## config.mk

```make
export PLATFORM = sky130hd
export DESIGN_NAME = avr_clk_ctl_flat
export DESIGN_NICKNAME = d
export VERILOG_FILES = /design/src/rtl/avr_clk_ctl_if.sv /design/src/rtl/avr_clk_ctl.sv /design/src/flat_wrapper.sv
export SDC_FILE = /design/constraint.sdc
export NUM_CORES = 1
export LEC_CHECK = 0
export CORE_UTILIZATION = 25
export CTS_CLUSTER_SIZE = 10
export DETAILED_ROUTE_END_ITERATION = 12
export SYNTH_ARGS = -nofsm -noshare
export SYNTH_HDL_FRONTEND = slang
export SYNTH_SLANG_ARGS = --single-unit
```

## constraint.sdc

```tcl
create_clock -name clk -period 1.7 [get_ports clk]
set_input_delay 0.17 -clock clk [delete_from_list [all_inputs] [get_ports clk]]
set_output_delay 0.17 -clock clk [all_outputs]
set_load 0.02 [all_outputs]
```

## src/rtl/avr_clk_ctl_if.sv

```systemverilog
// avr_clk_ctl_if: control, button and status signals between the clock-enable controller and its user.
interface avr_clk_ctl_if #(
  parameter int DIV_W  = 23,
  parameter int STEP_W = 8
);
  logic [4:0]        div_sel;
  logic [1:0]        mode;
  logic [STEP_W-1:0] burst_len;
  logic              btn;
  logic              cpu_ce;
  logic              busy;
  logic              step_done;
  logic              btn_db;
  logic [DIV_W-1:0]  div_q;
  modport master (
    output div_sel, mode, burst_len, btn,
    input  cpu_ce, busy, step_done, btn_db, div_q
  );
  modport slave (
    input  div_sel, mode, burst_len, btn,
    output cpu_ce, busy, step_done, btn_db, div_q
  );
endinterface

```

## src/rtl/avr_clk_ctl.sv

```systemverilog
// avr_clk_ctl: CPU clock-enable generator with power-of-two divider and run/halt/step/burst modes.
module avr_clk_ctl #(
  parameter int DIV_W   = 23,
  parameter int DEB_CNT = 50000,
  parameter int STEP_W  = 8
) (
  input logic           clk,
  input logic           rst,
  avr_clk_ctl_if.slave  bus
);
  localparam int DEB_W = DEB_CNT > 1 ? $clog2(DEB_CNT) : 1;
  typedef enum logic {IDLE, ARMED} state_t;
  state_t            state, state_n;
  logic [DIV_W-1:0]  div_q, div_msk;
  logic [4:0]        sel;
  logic              tick;
  logic              btn_m, btn_s, btn_db, btn_db_q, press, deb_hit;
  logic [DEB_W-1:0]  deb;
  logic [1:0]        mode_q;
  logic              mode_chg;
  logic [STEP_W-1:0] rem, rem_n;
  logic              ce, done_n, step_done;
  always_comb begin
    sel      = (32'(bus.div_sel) > DIV_W) ? 5'(DIV_W) : bus.div_sel;
    div_msk  = ~({DIV_W{1'b1}} << sel);
    tick     = (div_q & div_msk) == div_msk;
    deb_hit  = (btn_s != btn_db) && (deb == DEB_W'(DEB_CNT - 1));
    press    = btn_db & ~btn_db_q;
    mode_chg = bus.mode != mode_q;
  end
  always_ff @(posedge clk) begin
    if (rst) begin
      div_q     <= '0;
      btn_m     <= 1'b0;
      btn_s     <= 1'b0;
      deb       <= '0;
      btn_db    <= 1'b0;
      btn_db_q  <= 1'b0;
      mode_q    <= 2'b00;
      state     <= IDLE;
      rem       <= '0;
      step_done <= 1'b0;
    end else begin
      div_q     <= div_q + DIV_W'(1);
      btn_m     <= bus.btn;
      btn_s     <= btn_m;
      deb       <= (btn_s == btn_db || deb_hit) ? '0 : deb + DEB_W'(1);
      btn_db    <= deb_hit ? btn_s : btn_db;
      btn_db_q  <= btn_db;
      mode_q    <= bus.mode;
      state     <= state_n;
      rem       <= rem_n;
      step_done <= done_n;
    end
  end
  // a mode change always lands in IDLE with no enable, so aborted work never reports done
  always_comb begin
    state_n = state;
    rem_n   = rem;
    ce      = 1'b0;
    done_n  = 1'b0;
    if (mode_chg) begin
      state_n = IDLE;
      rem_n   = '0;
    end else if (bus.mode == 2'b00) begin
      ce = tick;
    end else if (bus.mode[1]) begin
      if (state == IDLE) begin
        if (press && (!bus.mode[0] || bus.burst_len != '0)) begin
          state_n = ARMED;
          rem_n   = bus.mode[0] ? bus.burst_len : STEP_W'(1);
        end
      end else if (tick) begin
        ce    = 1'b1;
        rem_n = rem - STEP_W'(1);
        if (rem == STEP_W'(1)) begin
          state_n = IDLE;
          done_n  = 1'b1;
        end
      end
    end
  end
  assign bus.cpu_ce    = ce & ~rst;
  assign bus.busy      = state == ARMED;
  assign bus.step_done = step_done;
  assign bus.btn_db    = btn_db;
  assign bus.div_q     = div_q;
endmodule

```

## src/flat_wrapper.sv

```systemverilog
// flat-port wrapper written by rule: the top's interface ports become plain ports
module avr_clk_ctl_flat 
#(
  parameter int DIV_W   = 23,
  parameter int DEB_CNT = 50000,
  parameter int STEP_W  = 8
)
  (clk, rst, bus_div_sel, bus_mode, bus_burst_len, bus_btn, bus_cpu_ce, bus_busy, bus_step_done, bus_btn_db, bus_div_q);
  avr_clk_ctl_if #(.DIV_W(DIV_W), .STEP_W(STEP_W)) bus_i ();
  input logic clk;
  input logic rst;
  input wire logic [$bits(bus_i.div_sel)-1:0] bus_div_sel;
  input wire logic [$bits(bus_i.mode)-1:0] bus_mode;
  input wire logic [$bits(bus_i.burst_len)-1:0] bus_burst_len;
  input wire logic [$bits(bus_i.btn)-1:0] bus_btn;
  output wire logic [$bits(bus_i.cpu_ce)-1:0] bus_cpu_ce;
  output wire logic [$bits(bus_i.busy)-1:0] bus_busy;
  output wire logic [$bits(bus_i.step_done)-1:0] bus_step_done;
  output wire logic [$bits(bus_i.btn_db)-1:0] bus_btn_db;
  output wire logic [$bits(bus_i.div_q)-1:0] bus_div_q;
  assign bus_i.div_sel = bus_div_sel;
  assign bus_i.mode = bus_mode;
  assign bus_i.burst_len = bus_burst_len;
  assign bus_i.btn = bus_btn;
  assign bus_cpu_ce = bus_i.cpu_ce;
  assign bus_busy = bus_i.busy;
  assign bus_step_done = bus_i.step_done;
  assign bus_btn_db = bus_i.btn_db;
  assign bus_div_q = bus_i.div_q;
  avr_clk_ctl #(.DIV_W(DIV_W), .DEB_CNT(DEB_CNT), .STEP_W(STEP_W)) u_core (.clk(clk), .rst(rst), .bus(bus_i));
endmodule
```

==> run_results.csv <==
group,metric,value,unit
timing,relSlewSlack,0.776,
clock_network,clockRootBuffer,"clkbuf_16",
logic_synthesis,synth-edff-count,0,
clock_network,htreeDepth,2,
global_route,grt_max_degree,31,
global_route,grt_pass1_wl,13800,µm
routing,postRouteAntennaNets,0,
clock_network,cts.sinks,55,
critical_path,arrival,1960,ps
timing,setup_viol,11,
floorplanning,design.core.area,0.0110,mm²
global_route,grt_use_met2,0.256,
logic_synthesis,synth_simple_gate_area_frac,0.263,
logic_synthesis,postSynthCellCount,347,
global_route,grt_overflow_total,0,
finish,final_nets,503,
timing,rsz0062_at_grt,"true",
logic_synthesis,yosysUniqueCellTypes,49,
timing,tightestPinTransition,333,ps
place,place_hpwl,5880,µm
floorplanning,die_w,109,µm
critical_path,worst_path_max_delay_cell,"o41ai_2",
power_and_ir_drop,ir_drop,0.000391,V
routing,wl_per_cell,13.9,µm
run_status,violations,"negative setup slack",
critical_path,crit_path_cell_trace,"and2b_1 > a222oi_1 > o41ai_2 > nand4_1 > a2111oi_4 > buf_4",
timing,max_freq,471,MHz
timing,final_hold_viol_count,0,
finish,final_common_cell,"buf_4",
logic_synthesis,synth_mux_area_frac,0.00739,
place,gp_congestion,0.841,
finish,diodes,0,
place,dp_slack,-1110,ps
critical_path,cp-start-kind,"flop",
logic_synthesis,syn_avg_cell_area,8.29,µm²
floorplanning,rows,38,
critical_path,slowest_delay,420,ps
finish,drive_gt1_frac,0.359,
global_route,gr-usage-met1,0.182,
global_route,grt_pass1_vias,2957,
global_route,met3_usage,0.0249,
timing,clock-skew-final,7.28,ps
global_route,track_usage,0.146,
routing,route.final.wire_length,8630,µm
finish,postLayoutCoreUtil,0.416,
critical_path,required,1530,ps
flow_run,drv_cap,0,
finish,fill_cells,1109,
routing,drc,0,
logic_synthesis,synth.cell_area,0.00288,mm²
critical_path,cp-end-kind,"output pin",
logic_synthesis,synth_top_family_by_area,"simple AND/OR/NAND/NOR gates",
logic_synthesis,post_synth_xor_area_fraction,0.119,
logic_synthesis,synth_nets,369,
floorplanning,die_y,109,µm
place,placed_area,0.00411,mm²
critical_path,path_class,"reg2out",
floorplanning,design.portCount,45,
floorplanning,die-area,0.0119,mm²
finish,final_cell_mix,"buf_4 (83), nor2_1 (57), clkdlybuf4s50_1 (37), dfxtp_1 (34), xor2_1 (25)",
power_and_ir_drop,finalPower,2.71,mW
logic_synthesis,yosys_most_used_dff,"dfxtp_1",
clock_network,cts.clk_slew.worst_paths,70,ps
logic_synthesis,synthAdderAreaFrac,0.0174,
run_status,status,"finished with violations",
clock_network,insertion_delay,290,ps
place,port_buffers,44,
logic_synthesis,async_flop_share,0,
logic_synthesis,synth_compound_area_frac,0.167,
global_route,antenna_found_initial,0,
logic_synthesis,synth_seq_cells,55,
power_and_ir_drop,powerDensity,590,mW/mm²
finish,synthToLayoutAreaGrowth,59.6,%
timing,period_minus_slack,2130,ps
logic_synthesis,synth_warnings,0,
clock_network,cts_buffers,5,
critical_path,crit_fanout,3,
timing,fin_crit_sh,1.25,
timing,setup_ws,-425,ps
finish,final_area,0.00459,mm²
clock_network,clk_path_buf_depth,2,
floorplanning,start_util,0.261,
timing,fin_setup_tns,-2050,ps
worst_hold_path,worstHoldPathType,"reg2reg",
clock_network,tritoncts,"done",
global_route,gr-max-usage-layer,"met2",
timing,slew_viol_final,0,
logic_synthesis,synth-seq-area-share,0.383,
clock_network,cts_hold_buffers,0,
power_and_ir_drop,power_leakage,1.73,nW
routing,vias,2995,
routing,drtIter0Drc,126,
routing,post_drt_via_cell_ratio,4.82,
routing,first_pass_iters,4,
## registers in the layout, indices dropped and copies added, names as in the netlist
| signal | count |
|---|---|
| u_core.deb | 16 |
| u_core.rem | 8 |
| u_core.bus.btn_db | 1 |
| u_core.bus.div_q | 23 |
| u_core.bus.step_done | 1 |
| u_core.btn_db_q | 1 |
| u_core.btn_m | 1 |
| u_core.mode_q | 2 |
| u_core.bus.busy | 1 |
| u_core.btn_s | 1 |
## layer usage
layer,part of all wire,wire length [µm],vias to the layer above
met2,0.49,4220,51
met4,0.021,185,0
met5,0,0,-
met1,0.46,4000,1431
met3,0.026,223,17
li1,-,-,1496
## logic make-up (layout without fill, tap and decap cells)
group,after synthesis,count (layout)
and+or+nand+nor,155,155
AOI/OAI and AO/OA,67,67
DFF,55,55
xor gates and xnor gates,39,39
buffers and inverters,25,160
adders and majority gates,4,4
muxes,2,2
## cells in the mapped netlist (2+ instances only)
master	number	area, µm²
dfxtp_1	55	1100
nand3_1	16	80.1
buf_4	2	15.0
o31ai_1	2	15.0
nand4_1	8	50.1
buf_2	3	15.0
o22ai_1	3	18.8
and4_1	4	35.0
clkbuf_1	7	26.3
nor3_1	11	55.1
ha_1	4	50.1
inv_1	10	37.5
a21oi_1	18	90.1
and2_1	3	18.8
o21ai_0	13	65.1
buf_6	3	33.8
nand4b_1	2	17.5
or3_1	11	68.8
xnor2_1	14	123
or4_1	3	22.5
xor2_1	25	219
and3_1	3	18.8
o21bai_1	5	37.5
nor4_1	4	25.0
nor2b_1	7	43.8
a31oi_1	4	25.0
nand2_1	21	78.8
nor2_1	60	225
a22oi_1	6	45.0
## metrics by stage
step / hold slack, ps / std cells
final: 447 / 622
after global routing: 465 / 622
after CTS: 450 / 614
after detailed placement: 446 / 595
after global placement: 435 / 595
after floorplan: 298 / 347
## power by group
part / switching (mW) / internal (mW)
Sequential: 0.00759 / 1.30
Clock: 0.454 / 0.629
Combinational: 0.161 / 0.163
## path summary, 6_finish.rpt
kind                                            from             to  slack [ps]  depth (start not counted)
worst max-delay path            u_core.bus.div_q[16]     bus_cpu_ce        -430                          6
worst min-delay path                    u_core.btn_m   u_core.btn_s         450                          1
worst max register to register  u_core.bus.div_q[16]  u_core.rem[1]        -270                          7
worst min register to register          u_core.btn_m   u_core.btn_s         450                          1
## critical path, delay by kind of cell, from the launching register on
family,cells,cell delay [ps]
AOI/OAI and AO/OA,3,750
and+or+nand+nor,2,350
buffers and inverters,1,200
DFF,1,360
## cell type report
cell class,instances,area [µm²],area share
clock buffer,8,156,0.0341
multi-input combinational,267,1890,0.412
inverter,10,37.5,0.00817
timing repair buffer,142,1190,0.260
sequential,55,1130,0.247
tap,140,175,0.0381
## what timing repair did
action | in CTS | in global routing
setup endpoints to repair | 17 | 37
resized for setup | 34 | 42
setup buffers | 9 | 7
pin swaps | 15 | 16
cloned | 3 | 1
No activity file was read; power rests on OpenSTA's default activity.
